[config.mk]
export PLATFORM = sky130hd
export DESIGN_NAME = screen_frame_scheduler
export DESIGN_NICKNAME = d
export VERILOG_FILES = /design/src/rtl/screen_frame_scheduler.sv
export SDC_FILE = /design/constraint.sdc
export NUM_CORES = 1
export LEC_CHECK = 0
export ABC_AREA = 0
export BUFFER_PORTS_ARGS = -buffer_cell sky130_fd_sc_hd__buf_2
export CORE_MARGIN = 2
export CORE_UTILIZATION = 45
export DETAILED_ROUTE_END_ITERATION = 7
export PLACE_DENSITY = 0.62
export RECOVER_POWER = 100
export SLEW_MARGIN = 20
export SYNTH_ARGS = -nofsm -noshare
export SYNTH_HDL_FRONTEND = slang
export SYNTH_SLANG_ARGS = --single-unit
[constraint.sdc]
create_clock -name clk_main -period 3.29 [get_ports clk_main]
set_clock_uncertainty 0.2 [all_clocks]
set_input_delay 0.4935 -clock clk_main [delete_from_list [all_inputs] [get_ports clk_main]]
set_output_delay 0.4935 -clock clk_main [all_outputs]
set_load 0.01 [all_outputs]
[src/rtl/screen_frame_scheduler.sv]
// ---------------------------------------------------------------------------
// screen_frame_scheduler
//
// Sequences the ST7735 screen_controller: panel reset and power-up timing,
// the controller enable, and full-frame raster writes. Each pixel is fetched
// from a pixel source with a req/valid handshake. It is then written to the
// controller with a wr_en/ready handshake. A frame starts on a request or on
// the free-running redraw timer.
//
// Ports
//   clk_main     in   1   system clock
//   rst_n        in   1   async active-low reset
//   frame_req    in   1   pulse: request one frame
//   auto_redraw  in   1   1 = start frames from the redraw timer
//   lcd_rst      out  1   panel reset pin, active-low
//   ctrl_enable  out  1   screen_controller enable
//   ctrl_ready   in   1   controller accepts a write when pix_wr_en & ctrl_ready
//   pix_x/pix_y  out  7   pixel address to the controller
//   pix_wr_en    out  1   pixel write strobe, held until accepted
//   pix_wr_data  out  16  RGB565 pixel data
//   src_req      out  1   pixel fetch request, held until src_valid
//   src_x/src_y  out  7   requested pixel address
//   src_valid    in   1   source data valid (sampled only while fetching)
//   src_data     in   16  RGB565 from the source
//   busy         out  1   1 from frame_start until frame_done
//   frame_start  out  1   1-cycle pulse when a frame begins
//   frame_done   out  1   1-cycle pulse when the last pixel is accepted
//
// State        | meaning
// -------------+------------------------------------------------------------
// S_PANEL_RST  | lcd_rst held low for RST_LOW_CYC cycles
// S_PANEL_WAIT | panel out of reset, waiting RST_WAIT_CYC before enabling
// S_IDLE       | controller enabled, waiting for a request or redraw tick
// S_FETCH      | src_req high, waiting for src_valid
// S_WRITE      | pix_wr_en high, waiting for ctrl_ready
// ---------------------------------------------------------------------------
module screen_frame_scheduler #(
    parameter int          WIDTH        = 128,
    parameter int          HEIGHT       = 128,
    parameter int          RST_LOW_CYC  = 4,
    parameter int          RST_WAIT_CYC = 16,
    parameter logic [23:0] FRAME_PERIOD = 24'h100000
) (
    input  logic        clk_main,
    input  logic        rst_n,
    input  logic        frame_req,
    input  logic        auto_redraw,
    output logic        lcd_rst,
    output logic        ctrl_enable,
    input  logic        ctrl_ready,
    output logic [6:0]  pix_x,
    output logic [6:0]  pix_y,
    output logic        pix_wr_en,
    output logic [15:0] pix_wr_data,
    output logic        src_req,
    output logic [6:0]  src_x,
    output logic [6:0]  src_y,
    input  logic        src_valid,
    input  logic [15:0] src_data,
    output logic        busy,
    output logic        frame_start,
    output logic        frame_done
);

    typedef enum logic [2:0] {
        S_PANEL_RST,
        S_PANEL_WAIT,
        S_IDLE,
        S_FETCH,
        S_WRITE
    } state_t;

    localparam logic [15:0] RST_LOW_LAST  = 16'(RST_LOW_CYC - 1);
    localparam logic [15:0] RST_WAIT_LAST = 16'(RST_WAIT_CYC - 1);
    localparam logic [6:0]  X_LAST        = 7'(WIDTH - 1);
    localparam logic [6:0]  Y_LAST        = 7'(HEIGHT - 1);
    localparam logic [23:0] FRAME_LAST    = FRAME_PERIOD - 24'd1;

    state_t      r_state;
    logic [15:0] r_pwr_cnt;
    logic [23:0] r_redraw_cnt;
    logic [6:0]  r_x;
    logic [6:0]  r_y;
    logic        r_pending;

    logic        w_start;
    logic        w_x_last;
    logic        w_y_last;
    logic [6:0]  w_next_x;
    logic [6:0]  w_next_y;

    assign w_start  = r_pending | frame_req |
                      (auto_redraw & (r_redraw_cnt == FRAME_LAST));
    assign w_x_last = (r_x == X_LAST);
    assign w_y_last = (r_y == Y_LAST);
    assign w_next_x = w_x_last ? 7'd0 : r_x + 7'd1;
    assign w_next_y = w_x_last ? r_y + 7'd1 : r_y;

    always_ff @(posedge clk_main or negedge rst_n) begin
        if (!rst_n) begin
            r_state      <= S_PANEL_RST;
            r_pwr_cnt    <= '0;
            r_redraw_cnt <= '0;
            r_x          <= '0;
            r_y          <= '0;
            r_pending    <= 1'b0;
            lcd_rst      <= 1'b0;
            ctrl_enable  <= 1'b0;
            pix_x        <= '0;
            pix_y        <= '0;
            pix_wr_en    <= 1'b0;
            pix_wr_data  <= '0;
            src_req      <= 1'b0;
            src_x        <= '0;
            src_y        <= '0;
            busy         <= 1'b0;
            frame_start  <= 1'b0;
            frame_done   <= 1'b0;
        end else begin
            frame_start <= 1'b0;
            frame_done  <= 1'b0;

            // Outside IDLE a request is remembered (one deep); in IDLE it
            // starts the frame directly, which clears pending.
            if (frame_req && (r_state != S_IDLE)) begin
                r_pending <= 1'b1;
            end

            case (r_state)
                S_PANEL_RST: begin
                    if (r_pwr_cnt == RST_LOW_LAST) begin
                        lcd_rst   <= 1'b1;
                        r_pwr_cnt <= '0;
                        r_state   <= S_PANEL_WAIT;
                    end else begin
                        r_pwr_cnt <= r_pwr_cnt + 16'd1;
                    end
                end

                S_PANEL_WAIT: begin
                    if (r_pwr_cnt == RST_WAIT_LAST) begin
                        ctrl_enable <= 1'b1;
                        r_pwr_cnt   <= '0;
                        r_state     <= S_IDLE;
                    end else begin
                        r_pwr_cnt <= r_pwr_cnt + 16'd1;
                    end
                end

                S_IDLE: begin
                    if (w_start) begin
                        r_x          <= '0;
                        r_y          <= '0;
                        src_x        <= '0;
                        src_y        <= '0;
                        src_req      <= 1'b1;
                        frame_start  <= 1'b1;
                        busy         <= 1'b1;
                        r_pending    <= 1'b0;
                        r_redraw_cnt <= '0;
                        r_state      <= S_FETCH;
                    end else if (auto_redraw) begin
                        r_redraw_cnt <= r_redraw_cnt + 24'd1;
                    end else begin
                        r_redraw_cnt <= '0;
                    end
                end

                S_FETCH: begin
                    if (src_valid) begin
                        pix_wr_data <= src_data;
                        pix_x       <= r_x;
                        pix_y       <= r_y;
                        pix_wr_en   <= 1'b1;
                        src_req     <= 1'b0;
                        r_state     <= S_WRITE;
                    end
                end

                S_WRITE: begin
                    if (ctrl_ready) begin
                        pix_wr_en <= 1'b0;
                        r_x       <= w_next_x;
                        r_y       <= w_next_y;
                        if (w_x_last && w_y_last) begin
                            frame_done <= 1'b1;
                            busy       <= 1'b0;
                            r_state    <= S_IDLE;
                        end else begin
                            // Issue the next fetch straight from the write
                            // accept so a pixel costs two cycles minimum.
                            src_req <= 1'b1;
                            src_x   <= w_next_x;
                            src_y   <= w_next_y;
                            r_state <= S_FETCH;
                        end
                    end
                end

                default: r_state <= S_PANEL_RST;
            endcase
        end
    end

endmodule

Word level (Yosys, flattened, before mapping):

Cells that the tools add are included.

* register bits: 109
* input port bits: 22
* output and inout port bits: 51
* word-level logic and storage cells: 102

* mux-type cells: 44
* equality and inequality tests: 17
* bitwise operators: 3
* add/sub/neg operators: 4
* reductions and logical operators: 16

Operator list (count)
* 7-bit 2-to-1 mux: 9
* 7-bit case mux with 2 select lines: 4
* 24-bit 2-to-1 mux: 2
* 16-bit 2-to-1 mux: 2
* 16-bit case mux with 2 select lines: 1
* 24-bit by 1-bit adder with 24-bit output (second input constant): 1
* 24-bit by 20-bit == test with 1-bit output (second input constant): 1
* 1-bit 2-to-1 mux: 17
* 16-bit by 1-bit adder with 16-bit output (second input constant): 1
* 16-bit by 2-bit == test with 1-bit output (second input constant): 1
* 16-bit by 4-bit == test with 1-bit output (second input constant): 1
* 3-bit 2-to-1 mux: 5
* 3-bit case mux with 5 select lines: 1
* 7-bit by 1-bit adder with 7-bit output (second input constant): 2
* 7-bit == test (second input constant): 2
* 2-bit != test (second input constant): 7
* 5-bit AND reduction: 2
* 4-bit AND reduction: 2
* 3-bit by 2-bit == test with 1-bit output (second input constant): 2
* 2-bit AND reduction: 3
* 3-bit AND reduction: 2
* 2-bit nonzero test: 3
* 1-bit case mux with 2 select lines: 2
* 3-bit by 1-bit == test with 1-bit output (second input constant): 1
* 8 further kinds: 10

Depth between registers and ports, before layout:

* depth after elaboration: 5
* gate-level depth with buffers: 7
* mapped depth without buffers: 6

Worst setup path after synthesis:

No wires, ideal clock.

* kind: input-to-reg
* start: in auto_redraw
* end: reg r_redraw_cnt[19]
* setup slack: 0.955 ns
* required time: 2.964 ns
* cell stages on the path: 5
* arrival: 2.009 ns
* path through: or4b_4 > or4_4 > o21a_4 > buf_6 > a221o_1

* cells in the longest elaborated chain, start to end: 3
* elaborated cells on any way between the ends: 4
* those cells by class: mux (2); bitwise (2)

Ends and longest elaborated chain
* start, declared: line 47 `input logic auto_redraw,`
* 1-bit bitwise AND: line 93 `(auto_redraw & (r_redraw_cnt == FRAME_LAST));`
* 1-bit bitwise OR: line 92 `assign w_start = r_pending | frame_req |`
* 24-bit 2-to-1 mux (*): line 151 `if (w_start) begin`
* end signal, assigned: line 163 `r_redraw_cnt <= r_redraw_cnt + 24'd1;`
* end, declared: line 81 `logic [23:0] r_redraw_cnt;`

Mark *: on every way between the ends. The rest lies on a longest branch, timed or not.
A chain may end at the register's enable or synchronous reset.

Worst setup path after layout:

* start: reg r_redraw_cnt[0]
* end: reg src_x[4]

* cells in the longest elaborated chain, start to end: 5

Ends and longest elaborated chain
* 24-bit by 20-bit == test with 1-bit output: line 93
* 1-bit bitwise AND: line 93
* 1-bit bitwise OR: line 92
* 2-bit != test (no source line)
* 4-bit AND reduction (no source line)
* end signal, assigned: line 193 `src_x <= w_next_x;`
* end, declared: line 56 `output logic [6:0] src_x,`

No other way between the ends.

==> metrics.md <==
| Metric | Value |
|---|---|
| Mux share of post-synthesis cell area | `7.98%` |
| Met2 Routed Length | `5190 um` |
| Slew headroom | `-58.2%` |
| DRT antenna net count | `0` |
| Max_cap viols | `1` |
| Min cycle time layout | `2960 ps` |
| Synth Register Bits | `around 110` |
| DIE AREA | `0.0124 sq mm` |
| # diodes | `0` |
| Met1 wire length | `5270 um` |
| Layout cells sized above 1 | `14.8%` |
| Clock Tree Buf Depth | `2` |
| GRT Util Overall | `19.0%` |
| Core Region | `0.0114 sq mm` |
| Dominant synthesized flop cell | `dfrtp_1` |
| CP max FO | `15` |
| Ys async rst share | `100%` |
| Fin nets | `588` |
| Hold depth | `2` |
| Worst r2r path cells | `6` |
| TritonCTS clock tree | `yes` |
| Kind of end point of the critical path | `register` |
| PortBufs | `72` |
| Area growth from synthesis to layout | `13.7%` |
| Post-Synth Adder-Cell Area | `0.962%` |
| Lkg Pwr | `2.54 nW` |
| Clock Root Buffer | `clkbuf_16` |
| Violated checks | `capacitance limit, slew limit` |
| Tcrit/Tclk final | `between 80% and 90%` |
| HP Class | `in2reg` |
| Core Rows | `39` |
| CTS resizes | `0` |
| Worst path arrival time | `2990 ps` |
| XOR/XNOR Fraction of Synth Area | `4.21%` |
| CP Launch Type | `register` |
| Worst Path Required | `3330 ps` |
| Routed vias | `3962` |
| Worst slew pin tran | `2370 ps` |
| Die W | `112 um` |
| Drt first pass iters | `4` |
| Post-synth EDFFs | `0` |
| Placed instance area | `between 0.005 and 0.006 sq mm` |
| Met3 wire length | `458 um` |
| CTS clock-pin slew for the worst setup and hold paths | `around 70 ps` |
| DR WL/cell | `15.6 um` |
| Main combinational cell family by area after synthesis | `simple AND/OR/NAND/NOR gates` |
| Largest net degree at the start of global routing | `110` |
| Compound-Gate Fraction of Synth Area | `13.5%` |
| Final hold violation count | `0` |
| Crit Path Class | `reg2reg` |
| Initial antenna violation count | `0` |
| Pwr/cell area | `roughly 670 mW/mm^2` |
| Setup TNS | `0 ps` |
| Setup bufs post-CTS | `0` |
| Htree depth | `3` |
| Die Y | `roughly 110 um` |
| Placer Congestion | `0.851` |
| Total wire length | `11100 um` |
| Register area share after synthesis | `52.4%` |
| Vias per cell | `5.58` |
| 1st-iter DRT viols | `339` |
| Fill cells | `~1100` |
| RSZ-0062 raised after global routing | `no` |
| Netlist cell types | `roughly 60` |
| # hold bufs at CTS | `0` |
| Area of the multi-input gates | `0.00227 sq mm` |
| Initial Util | `45.8%` |
| Average size of a mapped cell | `10.5 sq um` |
| Synth Area in Simple Gates | `17.2%` |
| Synth warn | `0` |
| Highest Clock Rate | `around 340 MHz` |
| Post-Synthesis Cells | `about 500` |
| I/O pin total | `between 70 and 80` |
| Worst vdd ir | `0.554 mV` |
| First-pass GRT wire length | `19200 um` |
| Post-DP HPWL | `7520 um` |
| Final instance area | `slightly below 0.006 sq mm` |
| Top sig layer | `met4` |
| Total CTS buffers | `9` |
| Worst-skew pair later-pin latency | `350 ps` |
| CTS Sinks | `between 100 and 150` |
| DR DRC count | `0` |
| Post-Syn Nets | `523` |
| Register Area | `0.00273 sq mm` |
| Total gr overflow | `0` |
| Final setup fails | `0` |
| Vias in the first global route | `4025` |
| Post-Syn Area | `about 0.0052 sq mm` |
| Final Slew Violations | `110` |
| Design Power | `3.97 mW` |
| Status | `finished with violations` |
[cells in the final DEF, fill, tap and decap left out, types with 3 or more instances in the layout]
cell type,synthesis,final
a31oi_1,21,21
nor4_1,4,4
nor2_1,34,34
and2_1,5,4
nand2_1,36,36
a21o_1,3,3
dfrtp_1,109,109
ha_1,4,4
a22o_1,3,3
nor3_1,10,10
xnor2_1,17,17
buf_4,1,3
mux2_2,36,36
nor3b_1,4,4
o21bai_1,5,5
buf_2,2,21
xor2_1,8,8
nand4_1,15,15
o22ai_1,5,5
nand3_1,24,24
and3_1,7,7
clkbuf_1,16,54
a21oi_1,21,21
and4_1,7,7
o21ai_0,30,30
o31ai_1,5,5
inv_1,20,20
clkbuf_16,0,9
nand2b_1,5,5
[metal layers]
layer | up-vias | global-route usage (%)
met5 | - | 0
met4 | 0 | 6.91
met3 | 10 | 5.72
met2 | 84 | 29.8
met1 | 1937 | 25.3
li1 | 1931 | -
[critical path, stage by stage, from the launching register on]
cell      delay [ps]
dfrtp_1          420
ha_1             210
nand3_1          230
nor4_1           410
a21boi_0         290
o21ai_2          670
mux2_2           420
[cell usage after synthesis, types with 4 or more instances]
library cell  instances  area, sq um
and3_1                7         43.8
inv_1                20         75.1
xor2_1                8         70.1
o31ai_1               5         37.5
nand2_1              36          135
a21oi_1              21          105
nor4_1                4         25.0
dfrtp_1             109         2730
clkbuf_1             16         60.1
and2_1                5         31.3
nand2b_1              5         31.3
xnor2_1              17          149
a31oi_1              21          131
o21bai_1              5         37.5
nor2_1               34          128
mux2_2               36          405
o22ai_1               5         31.3
and4_1                7         61.3
nor3_1               10         50.1
nand3_1              24          120
nor3b_1               4         30.0
o21ai_0              30          150
nand4_1              15         93.8
ha_1                  4         50.1
[stage by stage]
stage	hold WS, ps	worst slack (ps)	util [%]	cells
final	173	333	52.1	710
after global routing	163	125	52.1	710
after CTS	43.3	427	52.9	710
after detailed placement	269	451	50.0	694
after global placement	255	525	50.0	694
after floorplan	-2.09	955	-	497
[flip-flops by register name (all words and copies together), names as in the netlist, 3 cells and up]
register,cells
r_pwr_cnt,16
r_y,7
pix_wr_data,16
r_state,3
pix_y,7
r_redraw_cnt,24
r_x,7
src_y,7
pix_x,7
src_x,7
[cell families (layout without fill, tap and decap cells)]
logic type / after synthesis / after routing
muxes: 37 / 37
buffers and inverters: 44 / 114
DFF: 109 / 109
and+or+nand+nor: 167 / 167
xor gates and xnor gates: 25 / 25
AOI/OAI and AO/OA: 111 / 111
adders and majority gates: 4 / 4
[power by group]
| group | total (mW) | switching (mW) | internal, mW |
|---|---|---|---|
| Combinational | 0.933 | 0.530 | 0.403 |
| Clock | 1.19 | 0.476 | 0.710 |
| Sequential | 1.85 | 0.240 | 1.61 |
[layout make-up]
class	instances	area share, %
clock buffer	13	4.40
inverter	20	1.27
clock inverter	3	1.14
timing repair buffer	78	5.67
sequential	109	46.1
multi-input combinational	344	38.4
tap	143	3.02
[worst paths after layout]
kind                                        startpoint  slack (ps)                          to
max                        r_redraw_cnt[0]$_DFFE_PN0P_         330        src_x[4]$_DFFE_PN0P_
min                                         ctrl_ready         170      r_state[2]$_DFFE_PN0P_
max reg2reg                r_redraw_cnt[0]$_DFFE_PN0P_         330        src_x[4]$_DFFE_PN0P_
min reg2reg                           busy$_DFFE_PN0P_         280            busy$_DFFE_PN0P_
max in group asynchronous                        rst_n         670   r_pwr_cnt[12]$_DFFE_PN0P_
min in group asynchronous                        rst_n         790  pix_wr_data[2]$_DFFE_PN0P_
No activity file was read; power rests on OpenSTA's default activity.
